<file path="src/rtl/i2c_pointer_arbiter.sv">
// ---------------------------------------------------------------------------
// i2c_pointer_arbiter
//
// Shares one I2C pointer-write engine among four requesters. Arbitration is
// round-robin, starting one past the last requester served. The winner's slave
// address and register pointer are registered onto ENG_SLAVE/ENG_POINTER.
// ENG_GO is then pulsed for GO_HOLD cycles. The engine handshake is tracked
// through ENG_END_OK: it falls when the engine starts and rises when it ends.
// The transaction closes with a one-cycle, one-hot DONE pulse that carries the
// ACK and ERR status.
//
// Optional feature: define I2C_ARB_TIMEOUT_EN to compile in a watchdog. The
// watchdog bounds each wait state to TIMEOUT_CYC cycles. On expiry, it ends
// the transaction with ERR=1 and ACK=0. When the macro is not defined, ERR is
// tied low and the block waits for the engine indefinitely.
//
// Parameters:
//   GO_HOLD      cycles ENG_GO is held high (1..255)
//   TIMEOUT_CYC  wait-state cycle limit (16-bit), used by the watchdog only
//
// Ports:
//   PT_CK        clock, shared with the pointer-write engine
//   RESET_N      asynchronous active-low reset
//   REQ[3:0]     level request per requester, held until its DONE
//   REQ_SLAVE    slave address for requester n in bits [8n+7:8n]
//   REQ_POINTER  register pointer for requester n in bits [8n+7:8n]
//   DONE[3:0]    one-cycle completion pulse, one-hot per requester
//   ACK          engine ACK_OK captured at completion
//   ERR          timeout flag
//   GRANT[3:0]   one-hot current engine owner, zero when idle
//   ENG_GO       engine GO
//   ENG_SLAVE    engine SLAVE_ADDRESS
//   ENG_POINTER  engine POINTER
//   ENG_END_OK   engine idle/finished status
//   ENG_ACK_OK   engine acknowledge status
// ---------------------------------------------------------------------------
module i2c_pointer_arbiter #(
    parameter int GO_HOLD     = 4,
    parameter int TIMEOUT_CYC = 4095
) (
    input  logic        PT_CK,
    input  logic        RESET_N,
    input  logic [3:0]  REQ,
    input  logic [31:0] REQ_SLAVE,
    input  logic [31:0] REQ_POINTER,
    output logic [3:0]  DONE,
    output logic        ACK,
    output logic        ERR,
    output logic [3:0]  GRANT,
    output logic        ENG_GO,
    output logic [7:0]  ENG_SLAVE,
    output logic [7:0]  ENG_POINTER,
    input  logic        ENG_END_OK,
    input  logic        ENG_ACK_OK
);

    typedef enum logic [2:0] {
        ST_IDLE      = 3'd0,
        ST_GO_HI     = 3'd1,
        ST_GO_LO     = 3'd2,
        ST_WAIT_BUSY = 3'd3,
        ST_WAIT_END  = 3'd4,
        ST_FINISH    = 3'd5
    } state_t;

    localparam logic [7:0] GO_HOLD_C = 8'(GO_HOLD);

    state_t      state_q, state_d;
    logic [3:0]  grant_q, grant_d;
    logic [1:0]  idx_q, idx_d;
    logic [1:0]  rr_q, rr_d;
    logic [7:0]  slave_q, slave_d;
    logic [7:0]  pointer_q, pointer_d;
    logic [7:0]  go_cnt_q, go_cnt_d;
    logic        eng_go_q, eng_go_d;
    logic [3:0]  done_q, done_d;
    logic        ack_q, ack_d;

    logic        pick_valid_s;
    logic [1:0]  pick_idx_s;
    logic [1:0]  cand_s;

`ifdef I2C_ARB_TIMEOUT_EN
    localparam logic [15:0] TIMEOUT_C = 16'(TIMEOUT_CYC);
    logic [15:0] wait_cnt_q, wait_cnt_d;
    logic        err_q, err_d;
    logic        expire_s;
`endif

    // Round-robin pick: scan from rr_q upward; the descending loop lets the
    // lowest offset from rr_q win.
    always_comb begin
        pick_valid_s = 1'b0;
        pick_idx_s   = 2'd0;
        cand_s       = 2'd0;
        for (int i = 3; i >= 0; i--) begin
            cand_s = rr_q + 2'(i);
            if (REQ[cand_s]) begin
                pick_valid_s = 1'b1;
                pick_idx_s   = cand_s;
            end else begin
                pick_valid_s = pick_valid_s;
            end
        end
    end

`ifdef I2C_ARB_TIMEOUT_EN
    // Watchdog expiry: this is the cycle in which the counter would reach the limit.
    always_comb begin
        expire_s = ((wait_cnt_q + 16'd1) == TIMEOUT_C);
    end
`endif

    // Next-state and registered-output logic for the arbitration FSM.
    always_comb begin
        state_d   = state_q;
        grant_d   = grant_q;
        idx_d     = idx_q;
        rr_d      = rr_q;
        slave_d   = slave_q;
        pointer_d = pointer_q;
        go_cnt_d  = go_cnt_q;
        eng_go_d  = 1'b0;
        done_d    = 4'b0000;
        ack_d     = ack_q;
`ifdef I2C_ARB_TIMEOUT_EN
        wait_cnt_d = wait_cnt_q;
        err_d      = err_q;
`endif
        case (state_q)
            ST_IDLE: begin
                // A busy engine (END_OK low) blocks new grants; REQ is a level,
                // so pending requests are simply seen again later.
                if (pick_valid_s && ENG_END_OK) begin
                    state_d   = ST_GO_HI;
                    idx_d     = pick_idx_s;
                    grant_d   = 4'b0001 << pick_idx_s;
                    slave_d   = REQ_SLAVE[8*pick_idx_s +: 8];
                    pointer_d = REQ_POINTER[8*pick_idx_s +: 8];
                    go_cnt_d  = 8'd1;
                    eng_go_d  = 1'b1;
                end else begin
                    state_d = ST_IDLE;
                end
            end
            ST_GO_HI: begin
                // go_cnt_q counts the ENG_GO-high cycles already under way.
                if (go_cnt_q >= GO_HOLD_C) begin
                    state_d  = ST_GO_LO;
                    eng_go_d = 1'b0;
                end else begin
                    go_cnt_d = go_cnt_q + 8'd1;
                    eng_go_d = 1'b1;
                end
            end
            ST_GO_LO: begin
                state_d = ST_WAIT_BUSY;
`ifdef I2C_ARB_TIMEOUT_EN
                wait_cnt_d = 16'd0;
`endif
            end
            ST_WAIT_BUSY: begin
                if (!ENG_END_OK) begin
                    state_d = ST_WAIT_END;
`ifdef I2C_ARB_TIMEOUT_EN
                    wait_cnt_d = 16'd0;
                end else if (expire_s) begin
                    state_d = ST_FINISH;
                    done_d  = grant_q;
                    ack_d   = 1'b0;
                    err_d   = 1'b1;
                end else begin
                    wait_cnt_d = wait_cnt_q + 16'd1;
                end
`else
                end else begin
                    state_d = ST_WAIT_BUSY;
                end
`endif
            end
            ST_WAIT_END: begin
                if (ENG_END_OK) begin
                    state_d = ST_FINISH;
                    done_d  = grant_q;
                    ack_d   = ENG_ACK_OK;
`ifdef I2C_ARB_TIMEOUT_EN
                    err_d   = 1'b0;
                end else if (expire_s) begin
                    state_d = ST_FINISH;
                    done_d  = grant_q;
                    ack_d   = 1'b0;
                    err_d   = 1'b1;
                end else begin
                    wait_cnt_d = wait_cnt_q + 16'd1;
                end
`else
                end else begin
                    state_d = ST_WAIT_END;
                end
`endif
            end
            ST_FINISH: begin
                // DONE is high during this cycle; ownership is released here.
                // No grant is issued until the following IDLE cycle.
                grant_d = 4'b0000;
                rr_d    = idx_q + 2'd1;
                state_d = ST_IDLE;
            end
            default: begin
                state_d = ST_IDLE;
                grant_d = 4'b0000;
            end
        endcase
    end

    // FSM state and registered outputs; reset abandons any transaction.
    always_ff @(posedge PT_CK or negedge RESET_N) begin
        if (!RESET_N) begin
            state_q   <= ST_IDLE;
            grant_q   <= 4'b0000;
            idx_q     <= 2'd0;
            rr_q      <= 2'd0;
            slave_q   <= 8'd0;
            pointer_q <= 8'd0;
            go_cnt_q  <= 8'd0;
            eng_go_q  <= 1'b0;
            done_q    <= 4'b0000;
            ack_q     <= 1'b0;
        end else begin
            state_q   <= state_d;
            grant_q   <= grant_d;
            idx_q     <= idx_d;
            rr_q      <= rr_d;
            slave_q   <= slave_d;
            pointer_q <= pointer_d;
            go_cnt_q  <= go_cnt_d;
            eng_go_q  <= eng_go_d;
            done_q    <= done_d;
            ack_q     <= ack_d;
        end
    end

`ifdef I2C_ARB_TIMEOUT_EN
    // Watchdog counter and timeout flag.
    always_ff @(posedge PT_CK or negedge RESET_N) begin
        if (!RESET_N) begin
            wait_cnt_q <= 16'd0;
            err_q      <= 1'b0;
        end else begin
            wait_cnt_q <= wait_cnt_d;
            err_q      <= err_d;
        end
    end

    assign ERR = err_q;
`else
    assign ERR = 1'b0;
`endif

    assign DONE        = done_q;
    assign ACK         = ack_q;
    assign GRANT       = grant_q;
    assign ENG_GO      = eng_go_q;
    assign ENG_SLAVE   = slave_q;
    assign ENG_POINTER = pointer_q;

endmodule

</file>
<file path="config.mk">
export PLATFORM = sky130hd
export DESIGN_NAME = i2c_pointer_arbiter
export DESIGN_NICKNAME = d
export VERILOG_FILES = /design/src/rtl/i2c_pointer_arbiter.sv
export SDC_FILE = /design/constraint.sdc
export NUM_CORES = 1
export LEC_CHECK = 0
export ABC_CLOCK_PERIOD_IN_PS = 1700
export CAP_MARGIN = 20
export CORE_AREA = 2 2 76 86
export CTS_BUF_LIST = sky130_fd_sc_hd__clkbuf_8
export DETAILED_ROUTE_END_ITERATION = 6
export DIE_AREA = 0 0 78 88
export GPL_ROUTABILITY_DRIVEN = 1
export PLACE_DENSITY_LB_ADDON = 0.05
export SLEW_MARGIN = 15
export SYNTH_ARGS = -nofsm -noshare
export SYNTH_HDL_FRONTEND = slang
export SYNTH_SLANG_ARGS = --single-unit
</file>
<file path="constraint.sdc">
create_clock -name PT_CK -period 1.7 [get_ports PT_CK]
set_input_delay 0.34 -clock PT_CK [delete_from_list [all_inputs] [get_ports PT_CK]]
set_output_delay 0.34 -clock PT_CK [all_outputs]
set_load 0.1 [all_outputs]
</file>
==> impl_metrics.env <==
export IMPL_status="complete, no violations"
export IMPL_power_density_nw_per_um2=1900
export IMPL_report_power_total_w=0.00757
export IMPL_tritoncts_num_buffers=5
export IMPL_synth_edf_count=0
export IMPL_synthDistinctLibCells=41
export IMPL_synth_top_area_share_pct=45.1
export IMPL_worst_path_max_fanout=8
export IMPL_postSynth_topFlopCell="dfrtp_1"
export IMPL_rsz0062_at_grt="no"
export IMPL_finalCritPeriodShare_pct=95.5
export IMPL_wirelength_met1_um=2600
export IMPL_max_vdd_ir_drop_mv=1.20
export IMPL_grt_remaining_overflow=0
export IMPL_seq_area_frac_synth_pct=45.1
export IMPL_clock_insertion_delay_worst_skew_ps=290
export IMPL_synth_mux_area_fraction_pct=1.87
export IMPL_multi_input_area_um2=1190
export IMPL_detailroute_wirelength_met3_um=469
export IMPL_final_seq_area_um2=1030
export IMPL_syn2layout_area_growth_pct=74.9
export IMPL_yosys_cell_count_top_type="dfrtp_1"
export IMPL_synth_largest_area_cell="dfrtp_1"
export IMPL_cts_sink_count=41
export IMPL_routed_via_count=2271
export IMPL_final_setup_skew_ps=8.56
export IMPL_finalWeightedCongestion=0.858
export IMPL_layout_filler_cells=532
export IMPL_worst_setup_path_start_kind="flop"
export IMPL_final_period_minus_worst_setup_slack_ps=1620
export IMPL_vias_in_the_first_global_route=2238
export IMPL_total_detailed_routing_wirelength_um=6500
export IMPL_path_class_of_the_lowest_slack_min_delay_path="input port to async pin"
export IMPL_synth_yosys_warnings=0
export IMPL_die_width_um=78
export IMPL_cts_path_max_buffers=2
export IMPL_syn_num_nets=327
export IMPL_synth_cell_area_um2=2280
export IMPL_syn_inst=253
export IMPL_timing_worst_setup_path_type="flop to flop"
export IMPL_cts_root_buffer="clkbuf_8"
export IMPL_simple_logic_cell_fraction_of_the_synthesized_area_pct=19.6
export IMPL_antenna_found_initial=0
export IMPL_final_cells=448
export IMPL_die_height_um=88
export IMPL_place_inst=438
export IMPL_drc_errors=0
export IMPL_cts_tree="yes"
export IMPL_routed_length_on_met2_um=3390
export IMPL_routed_top_layer="met4"
export IMPL_yosys_area_share_xor_xnor_pct=0.385
export IMPL_ys_top_cells_by_area="dfrtp_1 (45%), o21ai_0 (5.7%), a21boi_0 (5.3%)"
export IMPL_viasPerCell=5.07
export IMPL_totalNegativeSetupSlack_ps=0
export IMPL_hold_viol=0
export IMPL_number_of_buffers_added_on_ports=97
export IMPL_clock_tree_htree_level_count=2
export IMPL_synth_compound_area_share_pct=27.1
export IMPL_post_cts_hold_buffer_count=0
export IMPL_starting_density_of_the_core_pct=37.9
export IMPL_nNetsFinal=442
export IMPL_ioPinCount=99
export IMPL_dieArea_um2=6860
export IMPL_placeableCoreArea_um2=6010
export IMPL_detailedRoute_firstIterationViolations=95
export IMPL_critical_path_arrival_ps=1800
export IMPL_routed_wire_length_per_instance_um=14.5
export IMPL_grt_use_total_pct=19.8
export IMPL_timing_max_transition_violations_final=0
export IMPL_synth_async_reset_ratio_pct=100
export IMPL_n_antenna_cell=0
export IMPL_placement_rows=30
export IMPL_clkTransAtPathRegs_ps=70
export IMPL_grt_max_degree=42
export IMPL_maxCapViolCount=0
export IMPL_ys_ff_latch=41
export IMPL_commonest_cells_in_the_netlist="dfrtp_1 (41), nor2_1 (26), o21ai_0 (26)"
export IMPL_synthesis_area_per_instance_um2=9.00
export IMPL_timing_critical_path_required_ps=1880
export IMPL_drtAntennaViolNets=0
export IMPL_arithmetic_cell_share_of_the_synthesized_area_counting_full_adders_half_adders_and_majority_gates_pct=1.10
export IMPL_achievable_frequency_ghz=0.616
export IMPL_capturing_element_type_of_the_critical_path="flop"
export IMPL_half_perimeter_wire_length_after_placement_um=4720
export IMPL_layout_drive_gt1_share_pct=21.5
export IMPL_setup_viol=0
export IMPL_combinational_family_with_the_most_area_after_synthesis="compound AO/OA/AOI/OAI gates"
export IMPL_grt_pass1_wl_um=10700
export IMPL_power_static_leakage_nw=1.74
export IMPL_detailedRoute_firstPassIterationCount=4
[registers in the layout, summed over array words and instances, names as in the netlist]
name         flops
ACK              1
DONE             4
ENG_SLAVE        8
ENG_GO           1
rr_q             2
state_q          3
idx_q            2
ENG_POINTER      8
GRANT            4
go_cnt_q         8
[worst max-delay path, stage by stage (launching register included)]
cell and delay (ps):
dfrtp_1 390, nor4_2 270, buf_4 160, nand3_2 90, a211oi_4 220, buf_6 160
mux2i_1 180, nor2_1 50
[cell type report]
cell class,instances,share of cell area (%)
multi-input combinational,186,29.9
sequential,41,25.8
inverter,5,0.471
tap,80,2.51
clock buffer,6,2.07
timing repair buffer,129,39.1
clock inverter,1,0.0943
[repair_timing]
action                                 in CTS  in global routing
endpoints found under the hold margin       0                  0
setup buffers                               0                  2
cloned                                      1                  0
pin swaps                                   1                  1
setup endpoints to repair                  25                 17
gates resized for setup                    17                 13
[stage by stage]
step	setup slack [ps]	util (%)	area (µm²)	hold WS (ps)
after floorplan	13.0	-	2280	44.4
after global placement	-423	63.4	3810	332
after detailed placement	-480	63.4	3810	330
after CTS	9.34	65.9	3960	18.8
after global routing	10.3	66.3	3980	17.0
final	77.0	66.3	3980	10.2
[logic make-up after synthesis]
family                     after synthesis
AOI/OAI and AO/OA                       91
xor gates and xnor gates                 1
adders and majority gates                2
buffers and inverters                   26
DFF                                     41
muxes                                    4
other                                    1
and+or+nand+nor                         87
[power breakdown]
| group | internal [W] | leakage [nW] | switching (W) |
|---|---|---|---|
| combinational | 0.00210 | 1.19 | 0.00307 |
| clock | 0.000316 | 0.0485 | 0.000316 |
| sequential | 0.00135 | 0.503 | 0.000421 |
[metal layers]
| layer | global-route usage (%) | vias to the layer above |
|---|---|---|
| met1 | 23.5 | 1048 |
| met4 | 6.22 | 0 |
| li1 | - | 1145 |
| met3 | 5.05 | 4 |
| met5 | 0 | - |
| met2 | 35.3 | 74 |
[path summary, 6_finish.rpt]
check | from | endpoint | cells past startpoint | slack, ps
max in group asynchronous | RESET_N | rr_q[1] | 2 | 1460
setup / recovery | go_cnt_q[2] | go_cnt_q[1] | 7 | 80
hold / removal | RESET_N | ACK | 2 | 10
setup reg to reg | go_cnt_q[2] | go_cnt_q[1] | 7 | 80
hold reg to reg | idx_q[0] | rr_q[0] | 1 | 510
min in group PT_CK | ENG_END_OK | state_q[0] | 3 | 430
[placed cells by master, fill, tap and decap left out, types with 2 or more instances in the layout]
cell type,Yosys,layout
and2_1,4,4
a31oi_1,16,16
nand2_1,15,15
buf_4,1,23
o21ai_0,26,14
and3_1,17,17
inv_1,5,6
dfrtp_2,0,2
nor2_1,26,26
buf_6,0,3
nor4_2,0,2
mux2i_1,2,2
dfrtp_1,41,39
a22oi_1,16,15
nor3_1,3,2
nor2b_1,7,7
buf_12,0,31
clkbuf_8,0,6
ha_1,2,2
nand4_1,3,3
dlygate4sd2_1,0,4
clkdlybuf4s50_1,0,65
mux2_2,2,2
a21boi_0,16,15
o21ai_1,1,13
a21oi_1,4,3
a41oi_1,2,2
nand2b_1,4,4
o21a_1,2,2
Power figures use the tool's default switching activity.
